===== config.mk =====
export PLATFORM = sky130hd
export DESIGN_NAME = hazard_ctrl_flat
export DESIGN_NICKNAME = d
export VERILOG_FILES = /design/src/rtl/hazard_pkg.sv /design/src/rtl/hazard_ctrl_if.sv /design/src/rtl/hazard_ctrl_mem_wait_fsm.sv /design/src/rtl/hazard_ctrl.sv /design/src/flat_wrapper.sv
export SDC_FILE = /design/constraint.sdc
export NUM_CORES = 1
export LEC_CHECK = 0
export ABC_AREA = 0
export BUFFER_PORTS_ARGS = -buffer_cell sky130_fd_sc_hd__buf_2
export CAP_MARGIN = 25
export CORE_UTILIZATION = 38
export DETAILED_ROUTE_END_ITERATION = 6
export GPL_ROUTABILITY_DRIVEN = 0
export PLACE_DENSITY = 0.79
export SYNTH_ARGS = -nofsm -noshare
export SYNTH_HDL_FRONTEND = slang
export SYNTH_SLANG_ARGS = --single-unit

===== constraint.sdc =====
create_clock -name clk -period 1.71 [get_ports clk]
set_input_delay 0.0855 -clock clk [delete_from_list [all_inputs] [get_ports clk]]
set_output_delay 0.0855 -clock clk [all_outputs]
set_load 0.05 [all_outputs]

===== src/rtl/hazard_pkg.sv =====
// rtl/hazard_pkg.sv - shared types, constants and forwarding helper for the hazard controller
package hazard_pkg;

    typedef enum logic [1:0] {
        FWD_RF  = 2'b00,
        FWD_WB  = 2'b01,
        FWD_MEM = 2'b10
    } fwd_sel_e;

    typedef enum logic [1:0] {
        IDLE  = 2'b00,
        WAIT  = 2'b01,
        ERROR = 2'b10
    } memwait_state_e;

    localparam logic [4:0] REG_X0 = 5'd0;

    // MEM result is younger than WB result, so it takes priority.
    function automatic fwd_sel_e fwd_select(
        input logic [4:0] rs,
        input logic [4:0] rd_m,
        input logic       wr_m,
        input logic [4:0] rd_w,
        input logic       wr_w
    );
        if (wr_m && (rd_m != REG_X0) && (rd_m == rs)) begin
            return FWD_MEM;
        end
        if (wr_w && (rd_w != REG_X0) && (rd_w == rs)) begin
            return FWD_WB;
        end
        return FWD_RF;
    endfunction

endpackage


===== src/rtl/hazard_ctrl_if.sv =====
// rtl/hazard_ctrl_if.sv - datapath <-> hazard controller signal bundle
// master: datapath side (drives register ids / status, receives stall/flush/forward)
// slave : hazard controller side
interface hazard_ctrl_if;

    logic [4:0] Rs1D;
    logic [4:0] Rs2D;
    logic [4:0] Rs1E;
    logic [4:0] Rs2E;
    logic [4:0] RdE;
    logic [4:0] RdM;
    logic [4:0] RdW;
    logic       ResultSrcE_zero;
    logic       RegWriteM;
    logic       RegWriteW;
    logic       PCSrcE;
    logic       MemReqM;
    logic       MemReadyM;

    logic       StallF;
    logic       StallD;
    logic       StallE;
    logic       StallM;
    logic       FlushD;
    logic       FlushE;
    logic       FlushW;
    logic [1:0] ForwardAE;
    logic [1:0] ForwardBE;
    logic       MemTimeout;

    modport master (
        output Rs1D, Rs2D, Rs1E, Rs2E, RdE, RdM, RdW,
        output ResultSrcE_zero, RegWriteM, RegWriteW, PCSrcE, MemReqM, MemReadyM,
        input  StallF, StallD, StallE, StallM, FlushD, FlushE, FlushW,
        input  ForwardAE, ForwardBE, MemTimeout
    );

    modport slave (
        input  Rs1D, Rs2D, Rs1E, Rs2E, RdE, RdM, RdW,
        input  ResultSrcE_zero, RegWriteM, RegWriteW, PCSrcE, MemReqM, MemReadyM,
        output StallF, StallD, StallE, StallM, FlushD, FlushE, FlushW,
        output ForwardAE, ForwardBE, MemTimeout
    );

endinterface


===== src/rtl/hazard_ctrl_mem_wait_fsm.sv =====
// rtl/hazard_ctrl_mem_wait_fsm.sv - data-memory wait tracker with timeout
// Ports: clk, reset (sync, active-high), MemReqM, MemReadyM in;
//        memStall (freeze pipeline), MemTimeout (state is ERROR) out.
module mem_wait_fsm
    import hazard_pkg::*;
#(
    parameter int MAX_WAIT = 16
)
(
    input  logic clk,
    input  logic reset,
    input  logic MemReqM,
    input  logic MemReadyM,
    output logic memStall,
    output logic MemTimeout
);

    localparam int WCNT_W = $clog2(MAX_WAIT + 1);
    localparam logic [WCNT_W-1:0] WCNT_LAST = WCNT_W'(MAX_WAIT - 1);
    localparam logic [WCNT_W-1:0] WCNT_ONE  = WCNT_W'(1);

    if (MAX_WAIT < 2) begin : g_bad_max_wait
        $error("mem_wait_fsm: MAX_WAIT must be >= 2");
    end

    memwait_state_e          state, state_next;
    logic [WCNT_W-1:0]       wcnt, wcnt_next;

    always_ff @(posedge clk) begin
        if (reset) begin
            state <= IDLE;
            wcnt  <= '0;
        end else begin
            state <= state_next;
            wcnt  <= wcnt_next;
        end
    end

    // wcnt counts not-ready cycles already stalled, including the IDLE cycle
    // that started the wait.
    always_comb begin
        state_next = state;
        wcnt_next  = wcnt;
        memStall   = 1'b0;
        MemTimeout = 1'b0;
        case (state)
            IDLE: begin
                if (MemReqM && !MemReadyM) begin
                    memStall   = 1'b1;
                    state_next = WAIT;
                    wcnt_next  = WCNT_ONE;
                end
            end
            WAIT: begin
                if (MemReadyM) begin
                    state_next = IDLE;
                    wcnt_next  = '0;
                end else begin
                    memStall = 1'b1;
                    if (wcnt == WCNT_LAST) begin
                        state_next = ERROR;
                    end else begin
                        wcnt_next = wcnt + WCNT_ONE;
                    end
                end
            end
            ERROR: begin
                memStall   = 1'b1;
                MemTimeout = 1'b1;
            end
            default: begin
                state_next = IDLE;
                wcnt_next  = '0;
            end
        endcase
    end

endmodule


===== src/rtl/hazard_ctrl.sv =====
// rtl/hazard_ctrl.sv - RV32I 5-stage hazard controller: forwarding, load-use, branch flush, memory freeze
// Ports: clk, reset (sync, active-high), hz (hazard_ctrl_if.slave: register ids, status in;
//        Stall*/Flush*/Forward*/MemTimeout out).
// Optional macro HAZARD_PERF_EN adds saturating counters LwStallCnt, MemStallCnt, FlushCnt (CNT_W bits).
module hazard_ctrl
    import hazard_pkg::*;
#(
    parameter int MAX_WAIT = 16,
    parameter int CNT_W    = 32
)
(
    input  logic         clk,
    input  logic         reset,
    hazard_ctrl_if.slave hz
`ifdef HAZARD_PERF_EN
    ,
    output logic [CNT_W-1:0] LwStallCnt,
    output logic [CNT_W-1:0] MemStallCnt,
    output logic [CNT_W-1:0] FlushCnt
`endif
);

    logic     lw_stall;
    logic     mem_stall_raw;
    logic     mem_timeout_raw;
    logic     mem_stall;
    fwd_sel_e fwd_a;
    fwd_sel_e fwd_b;

    mem_wait_fsm #(
        .MAX_WAIT (MAX_WAIT)
    ) u_mem_wait_fsm (
        .clk        (clk),
        .reset      (reset),
        .MemReqM    (hz.MemReqM),
        .MemReadyM  (hz.MemReadyM),
        .memStall   (mem_stall_raw),
        .MemTimeout (mem_timeout_raw)
    );

    // The FSM only clears on the reset edge; mask its outputs during the
    // reset cycle so the pipeline sees clean controls immediately.
    assign mem_stall = mem_stall_raw & ~reset;

    assign lw_stall = hz.ResultSrcE_zero && (hz.RdE != REG_X0) &&
                      ((hz.RdE == hz.Rs1D) || (hz.RdE == hz.Rs2D));

    always_comb begin
        fwd_a = FWD_RF;
        fwd_b = FWD_RF;
        if (!reset) begin
            fwd_a = fwd_select(hz.Rs1E, hz.RdM, hz.RegWriteM, hz.RdW, hz.RegWriteW);
            fwd_b = fwd_select(hz.Rs2E, hz.RdM, hz.RegWriteM, hz.RdW, hz.RegWriteW);
        end
    end

    // A branch resolved while memory stalls is held in EX, so its flush is
    // suppressed until the freeze lifts.
    always_comb begin
        hz.StallF     = 1'b0;
        hz.StallD     = 1'b0;
        hz.StallE     = 1'b0;
        hz.StallM     = 1'b0;
        hz.FlushW     = 1'b0;
        hz.FlushD     = 1'b1;
        hz.FlushE     = 1'b1;
        hz.MemTimeout = 1'b0;
        if (!reset) begin
            hz.StallF     = mem_stall | lw_stall;
            hz.StallD     = mem_stall | lw_stall;
            hz.StallE     = mem_stall;
            hz.StallM     = mem_stall;
            hz.FlushW     = mem_stall;
            hz.FlushD     = hz.PCSrcE & ~mem_stall;
            hz.FlushE     = (lw_stall | hz.PCSrcE) & ~mem_stall;
            hz.MemTimeout = mem_timeout_raw;
        end
    end

    assign hz.ForwardAE = fwd_a;
    assign hz.ForwardBE = fwd_b;

`ifdef HAZARD_PERF_EN
    localparam logic [CNT_W-1:0] CNT_MAX = '1;
    localparam logic [CNT_W-1:0] CNT_ONE = CNT_W'(1);

    always_ff @(posedge clk) begin
        if (reset) begin
            LwStallCnt  <= '0;
            MemStallCnt <= '0;
            FlushCnt    <= '0;
        end else begin
            if (lw_stall && (LwStallCnt != CNT_MAX)) begin
                LwStallCnt <= LwStallCnt + CNT_ONE;
            end
            if (mem_stall && (MemStallCnt != CNT_MAX)) begin
                MemStallCnt <= MemStallCnt + CNT_ONE;
            end
            if (hz.FlushD && (FlushCnt != CNT_MAX)) begin
                FlushCnt <= FlushCnt + CNT_ONE;
            end
        end
    end
`else
    if (CNT_W < 1) begin : g_bad_cnt_w
        $error("hazard_ctrl: CNT_W must be >= 1");
    end
`endif

endmodule


===== src/flat_wrapper.sv =====
// flat-port wrapper written by rule: the top's interface ports become plain ports
module hazard_ctrl_flat import hazard_pkg::*;
#(
    parameter int MAX_WAIT = 16,
    parameter int CNT_W    = 32
)
  (clk, reset, hz_Rs1D, hz_Rs2D, hz_Rs1E, hz_Rs2E, hz_RdE, hz_RdM, hz_RdW, hz_ResultSrcE_zero, hz_RegWriteM, hz_RegWriteW, hz_PCSrcE, hz_MemReqM, hz_MemReadyM, hz_StallF, hz_StallD, hz_StallE, hz_StallM, hz_FlushD, hz_FlushE, hz_FlushW, hz_ForwardAE, hz_ForwardBE, hz_MemTimeout);
  hazard_ctrl_if hz_i ();
  input  logic clk;
  input  logic reset;
  input wire logic [$bits(hz_i.Rs1D)-1:0] hz_Rs1D;
  input wire logic [$bits(hz_i.Rs2D)-1:0] hz_Rs2D;
  input wire logic [$bits(hz_i.Rs1E)-1:0] hz_Rs1E;
  input wire logic [$bits(hz_i.Rs2E)-1:0] hz_Rs2E;
  input wire logic [$bits(hz_i.RdE)-1:0] hz_RdE;
  input wire logic [$bits(hz_i.RdM)-1:0] hz_RdM;
  input wire logic [$bits(hz_i.RdW)-1:0] hz_RdW;
  input wire logic [$bits(hz_i.ResultSrcE_zero)-1:0] hz_ResultSrcE_zero;
  input wire logic [$bits(hz_i.RegWriteM)-1:0] hz_RegWriteM;
  input wire logic [$bits(hz_i.RegWriteW)-1:0] hz_RegWriteW;
  input wire logic [$bits(hz_i.PCSrcE)-1:0] hz_PCSrcE;
  input wire logic [$bits(hz_i.MemReqM)-1:0] hz_MemReqM;
  input wire logic [$bits(hz_i.MemReadyM)-1:0] hz_MemReadyM;
  output wire logic [$bits(hz_i.StallF)-1:0] hz_StallF;
  output wire logic [$bits(hz_i.StallD)-1:0] hz_StallD;
  output wire logic [$bits(hz_i.StallE)-1:0] hz_StallE;
  output wire logic [$bits(hz_i.StallM)-1:0] hz_StallM;
  output wire logic [$bits(hz_i.FlushD)-1:0] hz_FlushD;
  output wire logic [$bits(hz_i.FlushE)-1:0] hz_FlushE;
  output wire logic [$bits(hz_i.FlushW)-1:0] hz_FlushW;
  output wire logic [$bits(hz_i.ForwardAE)-1:0] hz_ForwardAE;
  output wire logic [$bits(hz_i.ForwardBE)-1:0] hz_ForwardBE;
  output wire logic [$bits(hz_i.MemTimeout)-1:0] hz_MemTimeout;
  assign hz_i.Rs1D = hz_Rs1D;
  assign hz_i.Rs2D = hz_Rs2D;
  assign hz_i.Rs1E = hz_Rs1E;
  assign hz_i.Rs2E = hz_Rs2E;
  assign hz_i.RdE = hz_RdE;
  assign hz_i.RdM = hz_RdM;
  assign hz_i.RdW = hz_RdW;
  assign hz_i.ResultSrcE_zero = hz_ResultSrcE_zero;
  assign hz_i.RegWriteM = hz_RegWriteM;
  assign hz_i.RegWriteW = hz_RegWriteW;
  assign hz_i.PCSrcE = hz_PCSrcE;
  assign hz_i.MemReqM = hz_MemReqM;
  assign hz_i.MemReadyM = hz_MemReadyM;
  assign hz_StallF = hz_i.StallF;
  assign hz_StallD = hz_i.StallD;
  assign hz_StallE = hz_i.StallE;
  assign hz_StallM = hz_i.StallM;
  assign hz_FlushD = hz_i.FlushD;
  assign hz_FlushE = hz_i.FlushE;
  assign hz_FlushW = hz_i.FlushW;
  assign hz_ForwardAE = hz_i.ForwardAE;
  assign hz_ForwardBE = hz_i.ForwardBE;
  assign hz_MemTimeout = hz_i.MemTimeout;
  hazard_ctrl #(.MAX_WAIT(MAX_WAIT), .CNT_W(CNT_W)) u_core (.clk(clk), .reset(reset), .hz(hz_i));
endmodule

==> impl_metrics.json, run 1 <==
{
  "drv_slew": 0,
  "clkPwrFrac_pct": 26.6,
  "htreeDepth": 1,
  "yosysTopAreaCellShare_pct": 17.6,
  "synth_area_leaders": "xor2_1, dfxtp_1, xnor2_1",
  "ys_ff_latch": 7,
  "vdd_ir_drop_max_uv": 369,
  "maxSlewHeadroom_pct": 69.5,
  "power_density_nw_per_um2": 469,
  "cts_root_buffer": "clkbuf_4",
  "start_util_pct": 41.9,
  "syn_avg_cell_area_um2": 7.77,
  "hold_viol_final": 0,
  "diodes": 0,
  "r2r_start": "u_core.u_mem_wait_fsm.wcnt[0]$_SDFFE_PP0P_",
  "fin_worst_skew_ns": 0.00302,
  "final.fill_count": 187,
  "ys_seq_area_share_pct": 16.5,
  "report.final.setup_viol": 0,
  "clk_path_buf_depth": 2,
  "synth_xor_area_share_pct": 32.1,
  "startpoint_type": "flip-flop",
  "cp.arrival_ns": 1.55,
  "switching_share_pct": 36.6,
  "final_cell_mix": "buf_2, xor2_1, xnor2_1, nor2_1, nor3_1",
  "max_cap_violations": 0,
  "worstPathCellList": "nand2b_4 -> o31a_1 -> nor2_2 -> o31ai_2 -> buf_6",
  "grt_usage_pct": 20.1,
  "syn_inst": 109,
  "regArea_um2": 148,
  "worst_path_largest_cell_delay_ns": 0.40,
  "grt_start_max_net_pins": 15,
  "core_region_area_um2": 2020,
  "cts.sinks": 7,
  "grt_pass1_vias": 976,
  "p_comb_share_pct": 43.3,
  "rows": 16,
  "power_frac_seq_pct": 30.1,
  "finalWirelength_um": 2280,
  "cts_hold_buf": 0,
  "drt-pass1-iter-count": 4,
  "criticalPathCategory": "reg2out",
  "dieArea_um2": 2420,
  "numCtsBuffers": 3,
  "grt_pass1_wl_um": 3880,
  "grt_antenna_before_repair": 0,
  "synth_fa_ha_area_share_pct": 2.95,
  "synth_top_area_cell": "xor2_1",
  "setup.worst_path.end": "hz_FlushE",
  "crit_family": "compound AO/OA/AOI/OAI gates",
  "vias": 974,
  "end_kind": "output pin",
  "min_path_type": "in2reg",
  "multi_input_comb_area_um2": 704,
  "drive_gt1_share_pct": 45.8,
  "area_growth_pct": 45.2,
  "cts_tree": "done",
  "grt.overflow.total": 0,
  "cp_max_fo": 9,
  "fp.dieH_um": 49.2,
  "fmaxAchievable_ghz": 0.611,
  "setup_tns_ns": 0,
  "period_minus_slack_ns": 1.64,
  "layout_commonest_cell": "buf_2",
  "crit_slowest_cell": "dfxtp_4",
  "dp_hpwl_um": 1950,
  "viasPerCell": 5.05,
  "path_buf_inv": 1,
  "synthMuxAreaShare_pct": 2.36,
  "worstSkewPairLatency_ns": 0.25,
  "cp-startpoint": "u_core.u_mem_wait_fsm.state[0]$_SDFFE_PP0P_",
  "p_leak_nw": 0.552,
  "netlist_area_um2": 847,
  "synth_warnings": 0,
  "cp.depth": 5,
  "synth_top_family_by_area": "XOR/XNOR gates",
  "r2r_end": "u_core.u_mem_wait_fsm.wcnt[2]$_SDFFE_PP0P_",
  "port_buffers": 54,
  "worst_slew_pin_slew_ns": 0.457,
  "synth_cell_types": 34,
  "fin_nets": 212,
  "yosys.area_share.simple_pct": 27.6,
  "drc": 0,
  "p_int_uw": 366,
  "min_period_over_period_pct": 95.7,
  "p_total_uw": 577,
  "syn_nets": 154,
  "routedWlPerCell_um": 11.8,
  "die_w_um": 49.2,
  "crit_required_ns": 1.62,
  "status": "completed",
  "dr.first_iter.drc_count": 8,
  "r2r_slack_ns": 0.12,
  "r2r_cells": 8,
  "ios": 55,
  "final_antenna_net_count": 0,
  "hp-start": "hz_MemReadyM",
  "synth_compound_area_share_pct": 13.4,
  "switchingPower_uw": 211,
  "clk_pin_slew_ns": 0.05
}
[flip-flops by register name, indices dropped and copies added (netlist names)]
signal	cells
u_core.u_mem_wait_fsm.state	2
u_core.u_mem_wait_fsm.wcnt	5
[power groups by stage]
stage / registers (mW) / logic, mW / clock network [mW]
2_1_floorplan: 0.173 / 0.152 / 0
3_3_place_gp: 0.175 / 0.236 / 0
3_5_place_dp: 0.176 / 0.243 / 0
4_1_cts: 0.173 / 0.246 / 0.160
5_1_grt: 0.174 / 0.274 / 0.171
6_report: 0.174 / 0.250 / 0.154
[cells in the mapped netlist, drive strengths merged]
library cell / number
and3: 1
or3b: 1
nand3: 5
dfxtp: 7
o31ai: 1
inv: 3
a21oi: 3
nor3: 10
a22oi: 2
nor3b: 1
nand2b: 2
o22ai: 1
o31a: 1
or4: 3
nor2: 11
o211ai: 1
mux2i: 2
o21ai: 5
xnor2: 14
nor2b: 1
nand2: 2
clkbuf: 1
xor2: 17
o21ba: 1
ha: 2
nor4: 3
nand4bb: 1
o21a: 2
buf: 4
or2: 1
[worst min-delay path by stage]
stage | slack [ns] | end | depth (start not counted)
CTS | 0.06 | u_core.u_mem_wait_fsm.state[0]$_SDFFE_PP0P_ | 2
global placement | 0.33 | u_core.u_mem_wait_fsm.state[0]$_SDFFE_PP0P_ | 2
global route | 0.08 | u_core.u_mem_wait_fsm.state[0]$_SDFFE_PP0P_ | 2
floorplan | 0.16 | u_core.u_mem_wait_fsm.state[0]$_SDFFE_PP0P_ | 1
finish | 0.07 | u_core.u_mem_wait_fsm.state[0]$_SDFFE_PP0P_ | 2
detailed placement | 0.34 | u_core.u_mem_wait_fsm.state[0]$_SDFFE_PP0P_ | 2
[routing by layer]
| layer | wire [um] | GRT usage, % | vias to the layer above |
|---|---|---|---|
| met1 | 873 | 20.1 | 446 |
| met5 | 0 | 0 | - |
| li1 | - | - | 496 |
| met2 | 1280 | 40.4 | 28 |
| met4 | 25 | 7.35 | 0 |
| met3 | 94 | 3.12 | 4 |
[timing repair]
action,in CTS,in global routing
resized for setup,3,9
gates cloned,0,0
endpoints found under the hold margin,0,0
pin swaps,0,1
setup buffers,0,2
endpoints found under the setup margin,3,4
[cell families (layout without fill, tap and decap cells)]
family	Yosys count	after routing
AND/OR/NAND/NOR	42	42
adder cells (fa/ha/maj)	2	2
AO/OA/AOI/OAI	17	17
flip-flops	7	7
multiplexers	2	2
buffers and inverters	8	65
XOR/XNOR	31	31
[through the flow]
step	worst slack, ns	hold slack (ns)	cells	instance area, um2	util, %
final	0.0738	0.0722	193	1230	60.8
after global routing	-0.000889	0.0754	193	1230	60.8
after CTS	0.0188	0.0645	191	1180	58.5
after detailed placement	-0.00959	0.340	187	1150	56.8
after global placement	0.0799	0.332	187	1150	56.8
after floorplan	-0.213	0.164	109	861	-
[area by class of cell]
class,count,share of cell area (%)
Clock buffer,4,2.14
Inverter,3,0.916
Tap cell,27,2.75
Multi-Input combinational cell,94,57.3
Sequential cell,7,12.0
Timing Repair Buffer,58,24.9
Note: power is estimated with default switching activity, not from simulation.
==> inputs of run 2 (changes only) <==
--- a/config.mk
+++ b/config.mk
@@ -8,10 +8,10 @@
 export ABC_AREA = 0
 export BUFFER_PORTS_ARGS = -buffer_cell sky130_fd_sc_hd__buf_2
 export CAP_MARGIN = 25
-export CORE_UTILIZATION = 38
+export CORE_UTILIZATION = 35
 export DETAILED_ROUTE_END_ITERATION = 6
 export GPL_ROUTABILITY_DRIVEN = 0
-export PLACE_DENSITY = 0.79
+export PLACE_DENSITY = 0.74
 export SYNTH_ARGS = -nofsm -noshare
 export SYNTH_HDL_FRONTEND = slang
 export SYNTH_SLANG_ARGS = --single-unit
==> impl_metrics.json, run 2 (same netlist as run 1, synthesis figures left out) <==
{
  "worstSkewPairLatency_ns": 0.25,
  "crit_family": "buffers and inverters",
  "regArea_um2": 146,
  "worst_path_largest_cell_delay_ns": 0.40,
  "grt_usage_pct": 19.2,
  "viasPerCell": 5.07,
  "report.final.setup_viol": 0,
  "clk_pin_slew_ns": 0.06,
  "vias": 988,
  "largest_reg_flops": 5,
  "dr.first_iter.drc_count": 8,
  "rows": 17,
  "vdd_ir_drop_max_uv": 258,
  "fin_nets": 213,
  "cp.arrival_ns": 1.57,
  "maxSlewHeadroom_pct": 72.2,
  "drt-pass1-iter-count": 4,
  "dieArea_um2": 2620,
  "ios": 55,
  "path_buf_inv": 2,
  "grt_antenna_before_repair": 0,
  "cts_tree": "done",
  "start_util_pct": 37.6,
  "dp_hpwl_um": 1970,
  "end_kind": "output pin",
  "startpoint_type": "flip-flop",
  "grt_start_max_net_pins": 15,
  "criticalPathCategory": "reg2out",
  "fmaxAchievable_ghz": 0.605,
  "place_inst": 188,
  "core_region_area_um2": 2250,
  "grt_pass1_vias": 976,
  "drc": 0,
  "reg_top3": "u_core.u_mem_wait_fsm.wcnt: 5 flops, u_core.u_mem_wait_fsm.state: 2 flops",
  "port_buffers": 54,
  "drive_gt1_share_pct": 45.5,
  "fin_cells": 195,
  "power_density_nw_per_um2": 469,
  "max_cap_violations": 0,
  "final.fill_count": 229,
  "layout_commonest_cell": "buf_2",
  "cts_root_buffer": "clkbuf_4",
  "status": "completed",
  "crit_slowest_cell": "dfxtp_4",
  "min_period_over_period_pct": 96.6,
  "p_total_uw": 579,
  "fin_worst_skew_ns": 0.00145,
  "clk_path_buf_depth": 2,
  "cts_hold_buf": 0,
  "cts.sinks": 7,
  "largest-register": "u_core.u_mem_wait_fsm.wcnt",
  "die_w_um": 51.2,
  "finalWirelength_um": 2420,
  "rsz0062_at_grt": "yes",
  "htreeDepth": 1,
  "period_minus_slack_ns": 1.65,
  "routedWlPerCell_um": 12.4,
  "diodes": 0,
  "multi_input_comb_area_um2": 702,
  "hold_viol_final": 0,
  "cp_max_fo": 9,
  "grt_pass1_wl_um": 3880,
  "fp.dieH_um": 51.2,
  "grt.overflow.total": 0,
  "worstPathCellList": "nor2_1 -> o31a_1 -> buf_4 -> o22ai_2 -> buf_2",
  "final_antenna_net_count": 0,
  "p_leak_nw": 0.553,
  "numCtsBuffers": 3,
  "area_growth_pct": 45.8,
  "final_cell_mix": "buf_2, xor2_1, xnor2_1, nor2_1, nor3_1",
  "worst_slew_pin_slew_ns": 0.416,
  "crit_required_ns": 1.62,
  "drv_slew": 0,
  "min_path_type": "in2reg"
}
==> run 2: what timing repair did <==
action / in CTS / in global routing
endpoints found under the setup margin: 2 / 7
setup buffers: 0 / 3
pin swaps: 0 / 4
resized for setup: 4 / 7
==> run 2: layout make-up <==
cell class | count | area share (%)
clock buffer | 4 | 2.13
tap | 28 | 2.84
sequential | 7 | 11.9
multi-input combinational | 94 | 56.8
inverter | 3 | 0.912
timing repair buffer | 59 | 25.4
==> run 2: through the flow <==
step / utilization [%] / TNS (ns) / hold WS (ns) / setup WS [ns] / instance area (um2)
6_report: 54.8 / 0 / 0.0807 / 0.0578 / 1230
5_1_grt: 54.8 / -0.0677 / 0.0811 / -0.0395 / 1230
4_1_cts: 52.7 / 0 / 0.0790 / 0.00771 / 1190
3_5_place_dp: 51.0 / -0.0110 / 0.347 / -0.0110 / 1150
3_3_place_gp: 51.0 / 0 / 0.334 / 0.0826 / 1150
2_1_floorplan: - / -0.578 / 0.164 / -0.213 / 861
==> run 2: layer usage <==
layer / share of wire, % / global-route usage, % / vias up / routed length (um)
met2: 55 / 39.3 / 28 / 1330
met4: 2.2 / 7.41 / 0 / 53
li1: - / - / 498 / -
met5: 0 / 0 / - / 0
met1: 40 / 19.3 / 456 / 959
met3: 3.4 / 1.79 / 6 / 82
==> run 2: path summary, 6_finish.rpt <==
kind | start | to | slack, ns | depth (start not counted)
setup / recovery | u_core.u_mem_wait_fsm.state[0]$_SDFFE_PP0P_ | hz_StallF | 0.06 | 5
hold / removal | hz_MemReadyM | u_core.u_mem_wait_fsm.state[0]$_SDFFE_PP0P_ | 0.08 | 2
setup reg to reg | u_core.u_mem_wait_fsm.wcnt[0]$_SDFFE_PP0P_ | u_core.u_mem_wait_fsm.wcnt[2]$_SDFFE_PP0P_ | 0.09 | 8
hold reg to reg | u_core.u_mem_wait_fsm.wcnt[4]$_SDFFE_PP0P_ | u_core.u_mem_wait_fsm.wcnt[4]$_SDFFE_PP0P_ | 0.49 | 2
==> run 2: power breakdown <==
group	total (mW)	internal, mW	switching (mW)	leakage [nW]
Combinational	0.253	0.111	0.142	0.480
Clock	0.153	0.0892	0.0637	0.0150
Sequential	0.173	0.167	0.00616	0.0583
==> inputs of run 3 (changes only) <==
--- a/config.mk
+++ b/config.mk
@@ -11,7 +11,7 @@
 export CORE_UTILIZATION = 35
 export DETAILED_ROUTE_END_ITERATION = 6
 export GPL_ROUTABILITY_DRIVEN = 0
-export PLACE_DENSITY = 0.74
+export PLACE_DENSITY = 0.71
 export SYNTH_ARGS = -nofsm -noshare
 export SYNTH_HDL_FRONTEND = slang
 export SYNTH_SLANG_ARGS = --single-unit
==> constraint.sdc (replaced) <==
create_clock -name clk -period 1.71 [get_ports clk]
set_input_delay 0.342 -clock clk [delete_from_list [all_inputs] [get_ports clk]]
set_output_delay 0.342 -clock clk [all_outputs]
set_load 0.05 [all_outputs]
==> impl_metrics.json, run 3 (same netlist as run 1, synthesis figures left out) <==
{
  "worstSkewPairLatency_ns": 0.26,
  "power_density_nw_per_um2": 419,
  "p_total_uw": 673,
  "grt_pass1_vias": 1173,
  "area_growth_pct": 89.7,
  "grt_start_max_net_pins": 9,
  "worst_path_largest_cell_delay_ns": 0.53,
  "fin_worst_skew_ns": 0.0122,
  "hold_depth": 2,
  "power_frac_seq_pct": 25.3,
  "report.final.setup_viol": 11,
  "p_int_uw": 429,
  "clk_pin_slew_ns": 0.05,
  "die_w_um": 51.2,
  "largest-register": "u_core.u_mem_wait_fsm.wcnt",
  "status": "complete, but fails checks",
  "switching_share_pct": 36.2,
  "final_antenna_net_count": 0,
  "drive_gt1_share_pct": 56.0,
  "period_minus_slack_ns": 1.89,
  "hp-start": "reset",
  "grt_antenna_before_repair": 0,
  "vias": 1091,
  "cp_max_fo": 3,
  "core_region_area_um2": 2250,
  "drc": 0,
  "grt_usage_pct": 23.1,
  "cts_root_buffer": "clkbuf_4",
  "p_comb_share_pct": 51.8,
  "criticalPathCategory": "in2out",
  "reg_top3": "u_core.u_mem_wait_fsm.wcnt: 5 flops, u_core.u_mem_wait_fsm.state: 2 flops",
  "diodes": 0,
  "rsz0062_at_grt": "yes",
  "place_inst": 212,
  "crit_required_ns": 1.37,
  "htreeDepth": 1,
  "max_cap_violations": 0,
  "fmaxAchievable_ghz": 0.530,
  "worstPathCellList": "buf_6 -> or4_4 -> o21ai_4 -> nor3_2 -> nor3_4 -> buf_6",
  "p_leak_nw": 0.718,
  "hold_slack_ns": 0.355,
  "worst_slack_ns": -0.176,
  "largest_reg_flops": 5,
  "cts.sinks": 7,
  "cts_tree": "done",
  "switchingPower_uw": 244,
  "violations": "negative setup slack",
  "grt.overflow.total": 0,
  "numCtsBuffers": 3,
  "end_kind": "output pin",
  "layout_commonest_cell": "buf_2",
  "fin_nets": 237,
  "fp.dieH_um": 51.2,
  "dr.first_iter.drc_count": 4,
  "final.fill_count": 191,
  "worst_slew_pin_slew_ns": 0.563,
  "r2r_start": "u_core.u_mem_wait_fsm.wcnt[0]$_SDFFE_PP0P_",
  "port_buffers": 54,
  "final_cell_mix": "buf_2, buf_4, xor2_1, xnor2_1, buf_6",
  "vdd_ir_drop_max_uv": 391,
  "clkPwrFrac_pct": 22.9,
  "cp-startpoint": "hz_RdM[0]",
  "grt_pass1_wl_um": 4530,
  "crit_path_frequent_cell": "buf_6",
  "drt-pass1-iter-count": 3,
  "startpoint_type": "primary input",
  "fin_cells": 219,
  "hold_viol_final": 0,
  "min_period_over_period_pct": 110,
  "crit_slowest_cell": "or4_4",
  "routedWlPerCell_um": 12.2,
  "maxSlewHeadroom_pct": 62.4,
  "ios": 55,
  "dieArea_um2": 2620,
  "cp.arrival_ns": 1.54,
  "r2r_cells": 7,
  "drv_slew": 0,
  "rows": 17,
  "viasPerCell": 4.98,
  "dp_hpwl_um": 2210,
  "start_util_pct": 37.6,
  "finalWirelength_um": 2680,
  "min_path_type": "in2reg",
  "clk_path_buf_depth": 2
}
run 3: worst paths after layout:
path / endpoint / slack (ns)
worst max-delay path: hz_ForwardAE[0] / -0.18
worst min-delay path: u_core.u_mem_wait_fsm.wcnt[1]$_SDFFE_PP0P_ / 0.36
worst max register to register: u_core.u_mem_wait_fsm.wcnt[3]$_SDFFE_PP0P_ / 0.08
worst min register to register: u_core.u_mem_wait_fsm.wcnt[1]$_SDFFE_PP0P_ / 0.50
run 3: area by class of cell:
type	count	area [um2]	share of cell area, %
multi-input cells	94	790	49.1
repair buffers	83	601	37.4
flip-flops and latches	7	144	8.96
well taps	28	35.0	2.18
clock buffers	4	26.3	1.64
inverters	3	11.3	0.701
run 3: power groups by stage:
stage / clock network (mW) / logic [mW] / registers (mW)
after floorplan: 0 / 0.172 / 0.173
after global placement: 0 / 0.296 / 0.173
after detailed placement: 0 / 0.305 / 0.173
after CTS: 0.162 / 0.339 / 0.170
after global routing: 0.177 / 0.376 / 0.170
final: 0.154 / 0.349 / 0.170
run 3: timing repair:
action,in CTS,in global routing
gates resized for setup,35,9
buffers inserted,2,1
hold buffers,0,0
endpoints found under the setup margin,11,13
pin swaps,9,4
endpoints found under the hold margin,0,0
run 3: per-layer routing:
| layer | vias up | share of wire, % | track usage [%] |
|---|---|---|---|
| li1 | 548 | - | - |
| met1 | 499 | 36 | 21.1 |
| met2 | 40 | 57 | 46.9 |
| met3 | 4 | 5.6 | 7.44 |
| met4 | 0 | 0.93 | 6.48 |
| met5 | - | 0 | 0 |
run 3: stage by stage:
step / setup slack [ns] / utilization (%) / setup TNS, ns / cell area [um2]
6_report: -0.176 / 71.3 / -1.35 / 1610
5_1_grt: -0.213 / 71.3 / -1.93 / 1610
3_3_place_gp: -0.259 / 62.2 / -1.58 / 1400
2_1_floorplan: -0.216 / - / -1.24 / 951
4_1_cts: -0.185 / 69.0 / -1.32 / 1560
3_5_place_dp: -0.296 / 62.2 / -1.77 / 1400
run 3: worst max-delay path: cells and delay by family:
kind | cells | cell delay (ns)
compound gates | 1 | 0.19
simple gates | 3 | 0.73
buf+inv | 2 | 0.28
